===== src/rtl/pipe_stage_reg.sv =====
// pipe_stage_reg: single pipeline stage with valid/ready handshake on both sides.
//
// Build option: define PIPE_STAGE_SKID_EN to add a skid register (state TWO).
// With it, in_ready comes from a register, which breaks the combinational
// ready path from downstream. Without it, the stage holds at most one beat,
// and in_ready is combinational from out_ready.
//
// Parameters:
//   DATA_W   payload width (1..1024)
//   CLR_VAL  value loaded into data registers on rst/flush
// Ports:
//   clk        rising-edge clock
//   rst        synchronous active-high reset (priority over flush)
//   flush      synchronous clear of held beats (priority over transfers)
//   in_valid   upstream beat present
//   in_ready   stage can accept a beat this cycle
//   in_data    upstream payload
//   out_valid  downstream beat present
//   out_ready  downstream accepts a beat this cycle
//   out_data   downstream payload, driven from the main register
//   occ        number of beats held (0..2)
module pipe_stage_reg #(
  parameter int unsigned        DATA_W  = 32,
  parameter logic [DATA_W-1:0]  CLR_VAL = '0
) (
  input  logic              clk,
  input  logic              rst,
  input  logic              flush,
  input  logic              in_valid,
  output logic              in_ready,
  input  logic [DATA_W-1:0] in_data,
  output logic              out_valid,
  input  logic              out_ready,
  output logic [DATA_W-1:0] out_data,
  output logic [1:0]        occ
);

`ifdef PIPE_STAGE_SKID_EN
  typedef enum logic [1:0] {EMPTY = 2'd0, ONE = 2'd1, TWO = 2'd2} state_t;
`else
  typedef enum logic {EMPTY = 1'b0, ONE = 1'b1} state_t;
`endif

  state_t              r_state;
  state_t              w_state_nxt;
  logic [DATA_W-1:0]   r_main;
  logic                w_in_xfer;
  logic                w_out_xfer;
  logic                w_load_main_in;
`ifdef PIPE_STAGE_SKID_EN
  logic [DATA_W-1:0]   r_skid;
  logic                r_rdy;
  logic                w_load_main_skid;
  logic                w_load_skid;
`endif

`ifdef PIPE_STAGE_SKID_EN
  // Registered "not full" flag. rst/flush gate it combinationally so that
  // in_ready drops in the same cycle they are asserted.
  assign in_ready = r_rdy && !flush && !rst;
`else
  assign in_ready = ((r_state == EMPTY) || out_ready) && !flush && !rst;
`endif

  assign out_valid  = (r_state != EMPTY);
  assign out_data   = r_main;
  assign w_in_xfer  = in_valid && in_ready;
  assign w_out_xfer = out_valid && out_ready;

  always_comb begin
    w_state_nxt    = r_state;
    w_load_main_in = 1'b0;
`ifdef PIPE_STAGE_SKID_EN
    w_load_main_skid = 1'b0;
    w_load_skid      = 1'b0;
`endif
    case (r_state)
      EMPTY: begin
        if (w_in_xfer) begin
          w_state_nxt    = ONE;
          w_load_main_in = 1'b1;
        end
      end
      ONE: begin
        if (w_in_xfer && w_out_xfer) begin
          w_load_main_in = 1'b1;
`ifdef PIPE_STAGE_SKID_EN
        end else if (w_in_xfer) begin
          w_state_nxt = TWO;
          w_load_skid = 1'b1;
`endif
        end else if (w_out_xfer) begin
          w_state_nxt = EMPTY;
        end
      end
`ifdef PIPE_STAGE_SKID_EN
      TWO: begin
        // in_ready is low in TWO, so only a drain can happen here.
        if (w_out_xfer) begin
          w_state_nxt      = ONE;
          w_load_main_skid = 1'b1;
        end
      end
`endif
      default: w_state_nxt = EMPTY;
    endcase
  end

  always_comb begin
    occ = 2'd0;
    case (r_state)
      EMPTY:   occ = 2'd0;
      ONE:     occ = 2'd1;
`ifdef PIPE_STAGE_SKID_EN
      TWO:     occ = 2'd2;
`endif
      default: occ = 2'd0;
    endcase
  end

  always_ff @(posedge clk) begin
    if (rst || flush) begin
      r_state <= EMPTY;
      r_main  <= CLR_VAL;
`ifdef PIPE_STAGE_SKID_EN
      r_skid  <= CLR_VAL;
      r_rdy   <= 1'b1;
`endif
    end else begin
      r_state <= w_state_nxt;
      if (w_load_main_in) r_main <= in_data;
`ifdef PIPE_STAGE_SKID_EN
      if (w_load_main_skid) r_main <= r_skid;
      if (w_load_skid)      r_skid <= in_data;
      r_rdy <= (w_state_nxt != TWO);
`endif
    end
  end

endmodule


===== config.mk =====
export PLATFORM = sky130hd
export DESIGN_NAME = pipe_stage_reg
export DESIGN_NICKNAME = d
export VERILOG_FILES = /design/src/rtl/pipe_stage_reg.sv
export SDC_FILE = /design/constraint.sdc
export NUM_CORES = 1
export LEC_CHECK = 0
export ABC_AREA = 1
export CAP_MARGIN = 0
export CELL_PAD_IN_SITES_DETAIL_PLACEMENT = 0
export CELL_PAD_IN_SITES_GLOBAL_PLACEMENT = 1
export CORE_MARGIN = 4
export CORE_UTILIZATION = 28
export DETAILED_ROUTE_END_ITERATION = 12
export PLACE_DENSITY = 0.8
export SYNTH_ARGS = -nofsm -noshare
export SYNTH_HDL_FRONTEND = slang
export SYNTH_SLANG_ARGS = --single-unit

===== constraint.sdc =====
create_clock -name clk -period 1.1 [get_ports clk]
set_input_delay 0.165 -clock clk [delete_from_list [all_inputs] [get_ports clk]]
set_output_delay 0.165 -clock clk [all_outputs]
set_load 0.03 [all_outputs]

==> reports/metrics.yaml <==
fin_crit_ps: 1090
n_antenna_cell: 0
fmax_mhz: 919
leakagePower_nw: 1.12
worstSetupStartpointType: "flip-flop"
place_area_um2: 2300
cpPeakStageDelay_ps: 360
holdWs_ps: 281
via_per_inst: 4.15
cp.required_ps: 940
min-delay-start: "flush"
r2r_start: "out_valid"
hpwl_um: 2970
hold_path_class: "in -> reg"
cts_made_buffers: 5
synth_seq_cells: 33
initial_core_util_pct: 28.9
maxCapViolCount: 0
firstDrtPassIters: 4
syn_to_final_growth_pct: 54.5
crit_arrival_ps: 920
cts_tree: "done"
port_buffers: 71
r2r-end: "out_data[20]"
dieArea_um2: 6960
ant_nets: 0
std_cell_rows: 27
cts_max_level: 2
rsz0062_at_grt: "yes"
stdcell_count: 368
yosysUniqueCellTypes: 14
dp_cells: 357
worstSetupPathType: "reg -> out"
end_kind: "output port"
final_util_pct: 44.7
io-pin-count: 73
status: "finished clean"
routed-via-count: 1527
clock_path_buffers: 2
grt_pass1_wl_um: 6900
cp_max_fo: 4
gp_congestion: 0.723
fin_nets: 332
syn_avg_cell_area_um2: 7.24
netlist_area_um2: 1590
hold_viol: 0
cts-root-buf: "clkbuf_8"
drc: 0
holdPathEnd: "out_valid"
timing.final.crit_share_pct: 98.9
routed_wl_um: 4300
grtUsageTotal_pct: 12.3
cts.sinks: 33
slew_violations: 0
drtIter0Drc: 60
tns_ps: 0
drive_above_1_share_pct: 28.4
fin_skew_ps: 8.57
synthesis.nets: 257
die-width_um: 83.4
place_ws_ps: -325
path_clk_slew_ps: 70
ir_drop_uv: 832
grt_pass1_vias: 1415
power-per-cell-area_nw_per_um2: 1300
rr_worst_depth: 5
yosysSeqAreaShare_pct: 41.5
crit_chain: "a21oi_2 > buf_6"
grt_max_degree: 33
ctsHoldBuffers: 0
grt_overflow_total: 0
total_power_mw: 3.19
cp_slowest_cell: "dfxtp_4"
insertion_delay_ps: 290
syn_inst: 220
wire_per_inst_um: 11.7
whs_path_depth: 4
antenna_found_initial: 0
layout_setup_ws_ps: 12.3
die_y_um: 83.4
reg2reg_slack_ps: 80
setup_viol: 0
finalInstanceArea_um2: 2460
yosysWarnings: 0
core_um2: 5510
layer usage:
layer	track usage, %	vias up	wire, µm
met5	0	-	0
met4	5.26	0	78
met3	4.76	6	316
met2	18.1	52	1840
met1	15.8	646	2070
li1	-	823	-
logic make-up after synthesis:
group / share of synthesized area (%)
AND/OR/NAND/NOR: 40.8
buffers and inverters: 16.9
flip-flops: 41.5
AO/OA/AOI/OAI: 0.628
other: 0.235
Yosys cell counts, drive strengths merged:
| library cell | number | area, µm² |
|---|---|---|
| nor2 | 33 | 188 |
| nand2 | 65 | 244 |
| nand4 | 32 | 200 |
| a21oi | 2 | 10.0 |
| inv | 35 | 134 |
| buf | 18 | 135 |
| conb | 1 | 3.75 |
| nand3 | 1 | 17.5 |
| dfxtp | 33 | 661 |
state kept, by name, summed over array words and instances, names as in the netlist:
signal and count:
out_valid 1, out_data 32
report_power, final:
part / switching, mW / internal [mW] / total, mW
Combinational: 0.292 / 0.258 / 0.550
Sequential: 0.0261 / 1.24 / 1.27
Clock: 0.473 / 0.900 / 1.37
Total: 0.792 / 2.40 / 3.19
worst max path at each step:
stage,start,end,slack (ps),depth (start not counted)
after global routing,out_valid,in_ready,-30,2
after floorplan,out_valid,out_data[10],60,4
after detailed placement,rst,out_data[30],-320,7
after global placement,rst,in_ready,-320,5
after CTS,out_valid,in_ready,-5,2
final,out_valid,in_ready,10,2
cells in the final DEF, fill, tap and decap left out:
cell type / synthesis / routed
nand2_1: 65 / 65
buf_4: 3 / 45
inv_1: 34 / 34
clkdlybuf4s50_1: 0 / 33
nand4_1: 32 / 32
dfxtp_1: 33 / 32
nor2_2: 19 / 19
nor2_1: 13 / 13
clkbuf_8: 0 / 5
buf_12: 0 / 3
bufinv_16: 0 / 2
clkbuf_2: 0 / 2
buf_6: 6 / 2
nor2_8: 1 / 1
inv_6: 0 / 1
a21oi_2: 0 / 1
nand3_4: 1 / 1
a21oi_1: 2 / 1
conb_1: 1 / 1
clkinv_2: 0 / 1
dlygate4sd2_1: 0 / 1
dfxtp_4: 0 / 1
worst max-delay path: cells and delay by family (launching register included):
family          cells  cell delay, ps
buf+inv             1             140
flops               1             360
compound gates      1             130
timing repair:
item / 4_1_cts / 5_1_grt
buffers inserted: 2 / 1
resized for setup: 6 / 5
pin swaps: 2 / 2
endpoints found under the setup margin: 11 / 5
layout make-up:
cell class	instances	area, µm²
Clock buffer	5	68.8
Multi-Input combinational cell	134	667
Clock inverter	3	65.1
Fill cell	573	3050
Tap cell	72	90.1
Sequential cell	33	664
Inverter	35	136
Timing Repair Buffer	86	769
Power figures use the tool's default switching activity.
